File: src/rtl/qeciphy_tx_pkg.sv
// Shared types, line-code constants and the CRC-16 helper for the QECIPHY TX framer.
package qeciphy_tx_pkg;

  typedef enum logic [1:0] {
    TX_OFF    = 2'd0,
    TX_IDLE   = 2'd1,
    TX_ACTIVE = 2'd2
  } tx_state_e;

  localparam logic [7:0]  FAW_MARKER = 8'hBC;
  localparam logic [7:0]  IDLE       = 8'h1C;
  localparam logic [7:0]  CRC_TAG    = 8'h7C;
  localparam logic [15:0] CRC16_POLY = 16'h1021;
  localparam logic [15:0] CRC16_INIT = 16'hFFFF;
  localparam int          CRC_MAX_W  = 512;

  // MSB-first CRC-16 over the low 'width' bits of 'word'.
  function automatic logic [15:0] crc16_word(input logic [15:0] crc,
                                             input logic [CRC_MAX_W-1:0] word,
                                             input int width);
    logic [15:0]          c;
    logic [CRC_MAX_W-1:0] w;
    logic                 fb;
    c = crc;
    w = word << (CRC_MAX_W - width);
    for (int i = 0; i < CRC_MAX_W; i++) begin
      if (i < width) begin
        fb = c[15] ^ w[CRC_MAX_W-1];
        c  = {c[14:0], 1'b0} ^ (fb ? CRC16_POLY : 16'h0000);
        w  = w << 1;
      end
    end
    return c;
  endfunction

endpackage

File: src/rtl/qeciphy_tx_slot_counter.sv
// Free-running frame beat counter with FAW / CRC / payload slot decode.
module qeciphy_tx_slot_counter #(
  parameter int FAW_PERIOD = 64,
  parameter int CRC_GROUP  = 6
) (
  input  logic clk_i,
  input  logic rst_i,
  output logic is_faw,
  output logic is_crc,
  output logic is_payload,
  output logic last_beat
);

  localparam int BEAT_W = (FAW_PERIOD > 1) ? $clog2(FAW_PERIOD) : 1;
  localparam int POS_W  = $clog2(CRC_GROUP + 1);

  logic [BEAT_W-1:0] beat_q;
  // Position inside the current CRC group, valid for beats > 0.
  logic [POS_W-1:0]  pos_q;

  always_ff @(posedge clk_i or posedge rst_i) begin
    if (rst_i) begin
      beat_q <= '0;
      pos_q  <= '0;
    end else begin
      beat_q <= last_beat ? '0 : beat_q + 1'b1;
      pos_q  <= (is_faw || is_crc) ? '0 : pos_q + 1'b1;
    end
  end

  assign last_beat  = (beat_q == BEAT_W'(FAW_PERIOD - 1));
  assign is_faw     = (beat_q == '0);
  assign is_crc     = !is_faw && (pos_q == POS_W'(CRC_GROUP));
  assign is_payload = !is_faw && !is_crc;

endmodule

File: src/rtl/qeciphy_tx_framer.sv
// QECIPHY TX framer: FAW / payload / CRC framing with idle fill and frame sequence number.
module qeciphy_tx_framer
  import qeciphy_tx_pkg::*;
#(
  parameter int DATA_W     = 64,
  parameter int FAW_PERIOD = 64,
  parameter int CRC_GROUP  = 6
) (
  input  logic              clk_i,
  input  logic              rst_i,
  input  logic [DATA_W-1:0] s_axis_tdata_i,
  input  logic              s_axis_tvalid_i,
  output logic              s_axis_tready_o,
  output logic [DATA_W-1:0] m_axis_tdata_o,
  output logic              m_sof_o,
  input  logic              link_enable_i,
  input  logic              data_enable_i,
  input  logic              rx_rdy_i
);

  localparam logic [DATA_W-1:0]  IDLE_WORD = {(DATA_W/8){IDLE}};
  localparam logic [DATA_W-17:0] FAW_HI    = {(DATA_W/8-2){FAW_MARKER}};

  logic is_faw, is_crc, is_payload, last_beat;

  tx_state_e         state_q, state_d;
  logic [7:0]        seq_q, seq_d;
  logic [15:0]       crc_q, crc_d;
  logic [DATA_W-1:0] payload_p0, word_p0;
  logic              sof_p0;

  qeciphy_tx_slot_counter #(
    .FAW_PERIOD(FAW_PERIOD),
    .CRC_GROUP (CRC_GROUP)
  ) u_slot (
    .clk_i     (clk_i),
    .rst_i     (rst_i),
    .is_faw    (is_faw),
    .is_crc    (is_crc),
    .is_payload(is_payload),
    .last_beat (last_beat)
  );

  assign s_axis_tready_o = (state_q == TX_ACTIVE) && is_payload;

  // p0: assemble the word for the current slot
  always_comb begin
    state_d    = state_q;
    seq_d      = seq_q;
    crc_d      = crc_q;
    word_p0    = '0;
    sof_p0     = 1'b0;
    payload_p0 = ((state_q == TX_ACTIVE) && s_axis_tvalid_i) ? s_axis_tdata_i : IDLE_WORD;

    if (last_beat) begin
      if (!link_enable_i)      state_d = TX_OFF;
      else if (!data_enable_i) state_d = TX_IDLE;
      else                     state_d = TX_ACTIVE;
    end

    if (state_q == TX_OFF) begin
      seq_d = 8'd0;
      crc_d = CRC16_INIT;
    end else if (is_faw) begin
      word_p0 = {FAW_HI, seq_q, 7'b0, rx_rdy_i};
      sof_p0  = 1'b1;
      seq_d   = seq_q + 8'd1;
      crc_d   = CRC16_INIT;
    end else if (is_crc) begin
      word_p0 = {CRC_TAG, {(DATA_W-24){1'b0}}, crc_q};
      crc_d   = CRC16_INIT;
    end else begin
      word_p0 = payload_p0;
      crc_d   = crc16_word(crc_q, CRC_MAX_W'(payload_p0), DATA_W);
    end
  end

  // p1: registered line word
  always_ff @(posedge clk_i or posedge rst_i) begin
    if (rst_i) begin
      state_q        <= TX_OFF;
      seq_q          <= 8'd0;
      crc_q          <= CRC16_INIT;
      m_axis_tdata_o <= '0;
      m_sof_o        <= 1'b0;
    end else begin
      state_q        <= state_d;
      seq_q          <= seq_d;
      crc_q          <= crc_d;
      m_axis_tdata_o <= word_p0;
      m_sof_o        <= sof_p0;
    end
  end

endmodule
File: config.mk
export PLATFORM = sky130hd
export DESIGN_NAME = qeciphy_tx_framer
export DESIGN_NICKNAME = d
export VERILOG_FILES = /design/src/rtl/qeciphy_tx_pkg.sv /design/src/rtl/qeciphy_tx_slot_counter.sv /design/src/rtl/qeciphy_tx_framer.sv
export SDC_FILE = /design/constraint.sdc
export NUM_CORES = 1
export LEC_CHECK = 0
export CORE_MARGIN = 8
export CORE_UTILIZATION = 40
export DETAILED_ROUTE_END_ITERATION = 7
export PLACE_DENSITY_LB_ADDON = 0.2
export SLEW_MARGIN = 20
export SYNTH_ARGS = -nofsm -noshare
export SYNTH_HDL_FRONTEND = slang
export SYNTH_SLANG_ARGS = --single-unit
File: constraint.sdc
create_clock -name clk_i -period 3.93 [get_ports clk_i]
set_input_delay 0.393 -clock clk_i [delete_from_list [all_inputs] [get_ports clk_i]]
set_output_delay 0.393 -clock clk_i [all_outputs]
set_load 0.02 [all_outputs]
# Yosys cells after proc, flatten, opt, wreduce, memory -nomap -nowiden
# Index checks and enable logic that the tools add are counted.
# W data, S select, Z words.
[word_totals]
ff_bits = 100
input_bits = 70
word_cells = 608
[classes]
n_addsub = 3
n_eq_ne = 3
n_mux = 457
bitwise_logic = 128
n_reduce_logical = 10
[op_table]
columns = ["cell", "n"]
rows = [
  ["$mux W512", 189],
  ["$mux W16", 192],
  ["$xor A16 B13 Y16", 64],
  ["$mux W13", 64],
  ["$mux W64", 4],
  ["$xor A1 B1 Y1", 64],
  ["$mux W8", 2],
  ["$add A8 B1 Y8 const B", 1],
  ["$add A6 B1 Y6 const B", 1],
  ["$eq A6 B6 Y1 const B", 1],
  ["$logic_not A6 Y1", 1],
  ["$mux W6", 1],
  ["$logic_and A1 B1 Y1", 4],
  ["$mux W2", 2],
  ["$add A3 B1 Y3 const B", 1],
  ["$eq A3 B3 Y1 const B", 1],
  ["$mux W3", 1],
  ["$eq A2 B2 Y1 const B", 1],
  ["$logic_not A1 Y1", 2],
  ["$logic_not A2 Y1", 1],
  ["$mux W1", 2],
  ["$reduce_bool A2 Y1", 1],
  ["$logic_or A1 B1 Y1", 1],
]

# Longest topological paths before layout
[depth]
ltp_word = 387
ltp_mapped = 14
ltp_nobuf = 11

# By module
# Synthesis repeated with hierarchy kept, for this count alone.
[hier_totals]
cells_unflattened = 626
area_unflattened_um2 = 6954.2
[by_module_without_submodules]
columns = ["mod", "instances", "cells_per_inst", "area_each_um2", "seq_area_each_um2"]
rows = [
  ["qeciphy_tx_framer", 1, 585, 6501.2, 2297.2],
  ["qeciphy_tx_slot_counter", 1, 41, 452.9, 225.2],
]

# Least setup slack after synthesis
# No wires, ideal clock.
[synth_timing]
path_kind = "input port to flip-flop"
start = "input s_axis_tvalid_i"
end = "register crc_q[5]"
setup_time_ps = 88
arrival_ps = 3882
required_ps = 3842
slack_ps = -39
path_stages = 12
path_buffers = 1
cell_sequence = "buf_2 > nand4b_2 > xor2_4 > xnor3_1 > xor3_2 > xnor2_4 > xor3_2 > xnor3_1 > xor2_1 > xnor3_2 > xnor2_1 > nand2b_1"
[synth_via]
elab_chain_len = 288
[synth_rtl]
columns = ["element", "line", "rtl"]
rows = [
  ["from (decl)", "qeciphy_tx_framer.sv:12", "input logic s_axis_tvalid_i,"],
  ["$logic_and A1 B1 Y1 (*)", "qeciphy_tx_framer.sv:53", "payload_p0 = ((state_q == TX_ACTIVE) && s_axis_tvalid_i) ? s_axis_tdata_i : IDLE_WORD;"],
  ["$mux W64 (*)", "qeciphy_tx_framer.sv:53", ""],
  ["$xor A1 B1 Y1", "qeciphy_tx_pkg.sv:28", "fb = c[15] ^ w[CRC_MAX_W-1];"],
  ["$mux W13", "qeciphy_tx_pkg.sv:29", "c = {c[14:0], 1'b0} ^ (fb ? CRC16_POLY : 16'h0000);"],
  ["$xor A16 B13 Y16", "qeciphy_tx_pkg.sv:29", ""],
  ["$mux W16", "qeciphy_tx_framer.sv:69", "end else if (is_crc) begin"],
  ["$mux W16", "qeciphy_tx_framer.sv:64", "end else if (is_faw) begin"],
  ["$mux W16", "qeciphy_tx_framer.sv:61", "if (state_q == TX_OFF) begin"],
  ["(+273 left out)", "--", ""],
  ["$mux W16", "qeciphy_tx_framer.sv:61", ""],
  ["$xor A1 B1 Y1", "qeciphy_tx_pkg.sv:28", ""],
  ["$mux W13", "qeciphy_tx_pkg.sv:29", ""],
  ["$xor A16 B13 Y16 (*)", "qeciphy_tx_pkg.sv:29", ""],
  ["$mux W16 (*)", "qeciphy_tx_framer.sv:69", ""],
  ["$mux W16 (*)", "qeciphy_tx_framer.sv:64", ""],
  ["$mux W16 (*)", "qeciphy_tx_framer.sv:61", ""],
  ["net crc_d[5]", "qeciphy_tx_framer.sv:28", "logic [15:0] crc_q, crc_d;"],
  ["to (signal assigned)", "qeciphy_tx_framer.sv:89", "crc_q <= crc_d;"],
  ["to (decl)", "qeciphy_tx_framer.sv:28", ""],
]
# The timed path passes the listed nets; every way through them passes the cells marked *. The select of a mux whose other input is x is not followed.
# A chain may end at the register's enable or synchronous reset.

# Final worst setup path
[layout_timing]
start = "register state_q[1]"
end = "register crc_q[5]"
[layout_via]
elab_chain_len = 289
[layout_rtl]
columns = ["element", "line", "rtl"]
rows = [
  ["from (decl)", "qeciphy_tx_framer.sv:26", "tx_state_e state_q, state_d;"],
  ["from (signal assigned)", "qeciphy_tx_framer.sv:87", "state_q <= state_d;"],
  ["$eq A2 B2 Y1", "qeciphy_tx_framer.sv:53", ""],
  ["$logic_and A1 B1 Y1", "qeciphy_tx_framer.sv:53", ""],
  ["$mux W64", "qeciphy_tx_framer.sv:53", ""],
  ["$xor A1 B1 Y1", "qeciphy_tx_pkg.sv:28", ""],
  ["$mux W13", "qeciphy_tx_pkg.sv:29", ""],
  ["$xor A16 B13 Y16", "qeciphy_tx_pkg.sv:29", ""],
  ["$mux W16", "qeciphy_tx_framer.sv:69", ""],
  ["$mux W16", "qeciphy_tx_framer.sv:64", ""],
  ["(+274 left out)", "--", ""],
  ["$mux W16", "qeciphy_tx_framer.sv:61", ""],
  ["$xor A1 B1 Y1", "qeciphy_tx_pkg.sv:28", ""],
  ["$mux W13", "qeciphy_tx_pkg.sv:29", ""],
  ["$xor A16 B13 Y16", "qeciphy_tx_pkg.sv:29", ""],
  ["$mux W16", "qeciphy_tx_framer.sv:69", ""],
  ["$mux W16", "qeciphy_tx_framer.sv:64", ""],
  ["$mux W16 (*)", "qeciphy_tx_framer.sv:61", ""],
  ["net crc_d[5]", "qeciphy_tx_framer.sv:28", ""],
]
# Marks and branches as above.

==> impl_metrics.yaml <==
critical_path:
  crit_type: "reg2reg"
  end_kind: "register"
  critPathLaunchType: "register"
  cp.arrival_ns: 4.26
  worstPathMaxFanout: 5
  worst_ep_required_time_ns: 4.22
clocking:
  cts_buffer_depth: 2
  ctsRootBufferMaster: "clkbuf_16"
  cts.sinks: 100
  tritoncts: "done"
  clock_latency_ns: 0.36
  h-tree-depth: 3
  cts_made_buffers: 9
  clk_pin_slew_ns: 0.07
power_and_ir_drop:
  p_leak_nw: 4.659
  power_w: 0.002150
  irDropWorstVdd_uv: 207.3
  power_frac_comb_pct: 8.8
  pwr-share-clk_pct: 43.4
  switching_share_pct: 23.18
  p_per_area_mw_per_mm2: 210.3
  p_int_w: 0.001652
  seqPwrFrac_pct: 47.9
  p_switching_w: 0.0004983
sta:
  rsz0062_at_grt: "true"
  finalHoldViolCount: 0
  skew_ns: 0.008453
  tightest_slew_ns: 0.7407
  setup_viol: 2
  tns_ns: -0.07297
  relSlewSlack_pct: 50.29
  setup_slack_ns: -0.03678
  slew_viol_final: 0
  fmax_mhz: 252.1
  fin_crit_sh_pct: 100.9
  min_period_ns: 3.967
route:
  post_drt_via_cell_ratio: 4.826
  drtPass1Iterations: 5
  drc_errors: 0
  routed_wl_um: 21820
  drt_iter0_drc: 339
  num_vias: 5304
  final_antenna_net_count: 0
  wl_per_cell_um: 19.85
outcome:
  violations: "negative setup slack"
  status: "finished, violations left"
run:
  max_cap_viol_count: 0
global_routing:
  grt-ovfl-total: 0
  grt_pass1_vias: 5680
  gr-usage-all-layers_pct: 20.29
  antenna_found_initial: 0
  grt_max_degree: 48
  grt_pass1_wl_um: 33300
die:
  die_w_um: 146.4
  rows: 47
  num_io_pins: 136
  fp.coreArea_mm2: 0.01658
  initial_core_util_pct: 41.03
  fp.dieH_um: 146.4
  fp.dieArea_mm2: 0.02144
final_layout:
  layout.nets: 949
  drive_gt1_share_pct: 29.58
  final_util_pct: 61.65
  antenna_cells: 0
  finalNonFillerCells: 1099
  syn_to_final_growth_pct: 50.26
placed_design:
  globalplace.congestion: 0.8763
  dp.cells: 1063
  portBuffers: 135
  dp_slack_ns: -0.6445
  dp_hpwl_um: 17120
synth:
  synth_fp_nets: 692
  ys_warn_count: 0
  synth_cells: 617
  synth_cell_type_count: 46
  ys_seq_elements: 100
  avgSynthCellArea_um2: 11.03
  syn_area_mm2: 0.006804
  synth_edf_count: 0
  seq_area_frac_synth_pct: 37.07
  synth_ff_type: "dfrtp_1"
  synth-async-reset-ratio_pct: 100.0
hold_path:
  min_path_type: "in2async"
power groups by stage:
stage	clock network (W)	logic [W]	registers, W
floorplan	0	0.0000643	0.00105
global placement	0	0.000186	0.00105
detailed placement	0	0.000186	0.00105
CTS	0.000951	0.000188	0.00103
global route	0.000982	0.000204	0.00103
finish	0.000932	0.000188	0.00103
registers in the layout, summed over array words and instances, names as in the netlist:
name and count:
m_axis_tdata_o 64, u_slot.pos_q 3, m_sof_o 1, u_slot.beat_q 6, state_q 2, seq_q 8, crc_q 16
final timing paths:
kind | from | cells after the start | to | slack [ns]
max reg2reg | state_q[1]$_DFFE_PP0N_ | 13 | crc_q[5]$_DFF_PP1_ | -0.04
max in group asynchronous | rst_i | 3 | m_axis_tdata_o[4]$_DFF_PP0_ | 2.63
min | rst_i | 2 | u_slot.beat_q[2]$_DFF_PP0_ | 0.46
min reg2reg | u_slot.pos_q[0]$_DFF_PP0_ | 1 | u_slot.pos_q[0]$_DFF_PP0_ | 0.47
min in group clk_i | u_slot.pos_q[0]$_DFF_PP0_ | 1 | u_slot.pos_q[0]$_DFF_PP0_ | 0.47
max | state_q[1]$_DFFE_PP0N_ | 13 | crc_q[5]$_DFF_PP1_ | -0.04
logic make-up after synthesis:
| logic type | Yosys count | share of synthesized area, % |
|---|---|---|
| mux | 1 | 0.1471 |
| compound gates | 54 | 4.487 |
| fa+ha+maj | 5 | 0.9195 |
| flops | 100 | 37.07 |
| buf+inv | 39 | 2.409 |
| simple gates | 192 | 13.77 |
| xor+xnor | 226 | 41.19 |
placed cells by master, fill, tap and decap left out, drive strengths merged, types with 9 or more instances in the layout:
| cell | netlist | final |
|---|---|---|
| xnor2 | 130 | 130 |
| dfstp | 16 | 16 |
| a21oi | 11 | 11 |
| dfrtp | 84 | 84 |
| nand2 | 65 | 65 |
| nand4b | 10 | 10 |
| clkbuf | 22 | 11 |
| o21ai | 32 | 32 |
| buf | 8 | 141 |
| inv | 9 | 11 |
| xor2 | 48 | 48 |
| nor2 | 68 | 68 |
| clkdlybuf4s50 | 0 | 133 |
| xor3 | 9 | 9 |
| xnor3 | 39 | 39 |
| nand3 | 9 | 9 |
| and3 | 17 | 17 |
layout make-up:
cell class | count | area, um^2
well taps | 220 | 275.3
clock inverters | 6 | 71.32
flip-flops and latches | 100 | 2525
multi-input cells | 478 | 4604
inverters | 9 | 36.28
repair buffers | 276 | 2472
fillers | 1356 | 6360
clock buffers | 10 | 239.0
synth_stat cells, types with 7 or more instances:
library cell,instances,area (um^2)
nor2_1,68,255.2
xnor3_1,37,833.3
nand2_1,65,244.0
o21ai_0,30,150.1
xor2_1,43,376.6
xnor2_1,120,1051
a21oi_1,11,55.05
dfrtp_1,84,2102
nand4b_1,8,70.07
xor3_1,7,166.4
clkbuf_1,22,82.58
xnor2_2,9,146.4
and3_1,17,106.4
dfstp_2,16,420.4
inv_1,9,33.78
nand3_1,9,45.04
routing by layer:
layer,share of wire [%],routed length [um],vias up,GRT usage (%)
met3,5.6,1231,28,4.048
met4,2.5,546,0,7.419
li1,-,-,2526,-
met1,44,9510,2581,25.96
met2,48,10530,169,33.40
met5,0,0,-,0
what timing repair did:
item,4_1_cts,5_1_grt
gates resized for setup,22,60
setup buffers,1,20
hold buffers,0,0
endpoints found under the setup margin,12,13
pin swaps,7,34
worst max-delay path: stages (launching register included):
cell and delay (ns):
dfrtp_2 0.45, buf_6 0.13, nand4b_4 0.14, xor2_4 0.22, buf_12 0.14, xnor3_2 0.43
xor3_2 0.53, xnor2_4 0.17, xor3_2 0.49, xnor3_1 0.23, xor2_1 0.22, xnor3_2 0.50
xnor2_1 0.13, nand2b_1 0.13
stage by stage:
stage               hold slack [ns]  instance area, um^2
detailed placement           0.4653                 9261
CTS                          0.4748                 9702
global route                 0.5032                10220
floorplan                    0.4322                 6804
global placement             0.4429                 9261
finish                       0.4625                10220
Note: power is estimated with default switching activity, not from simulation.
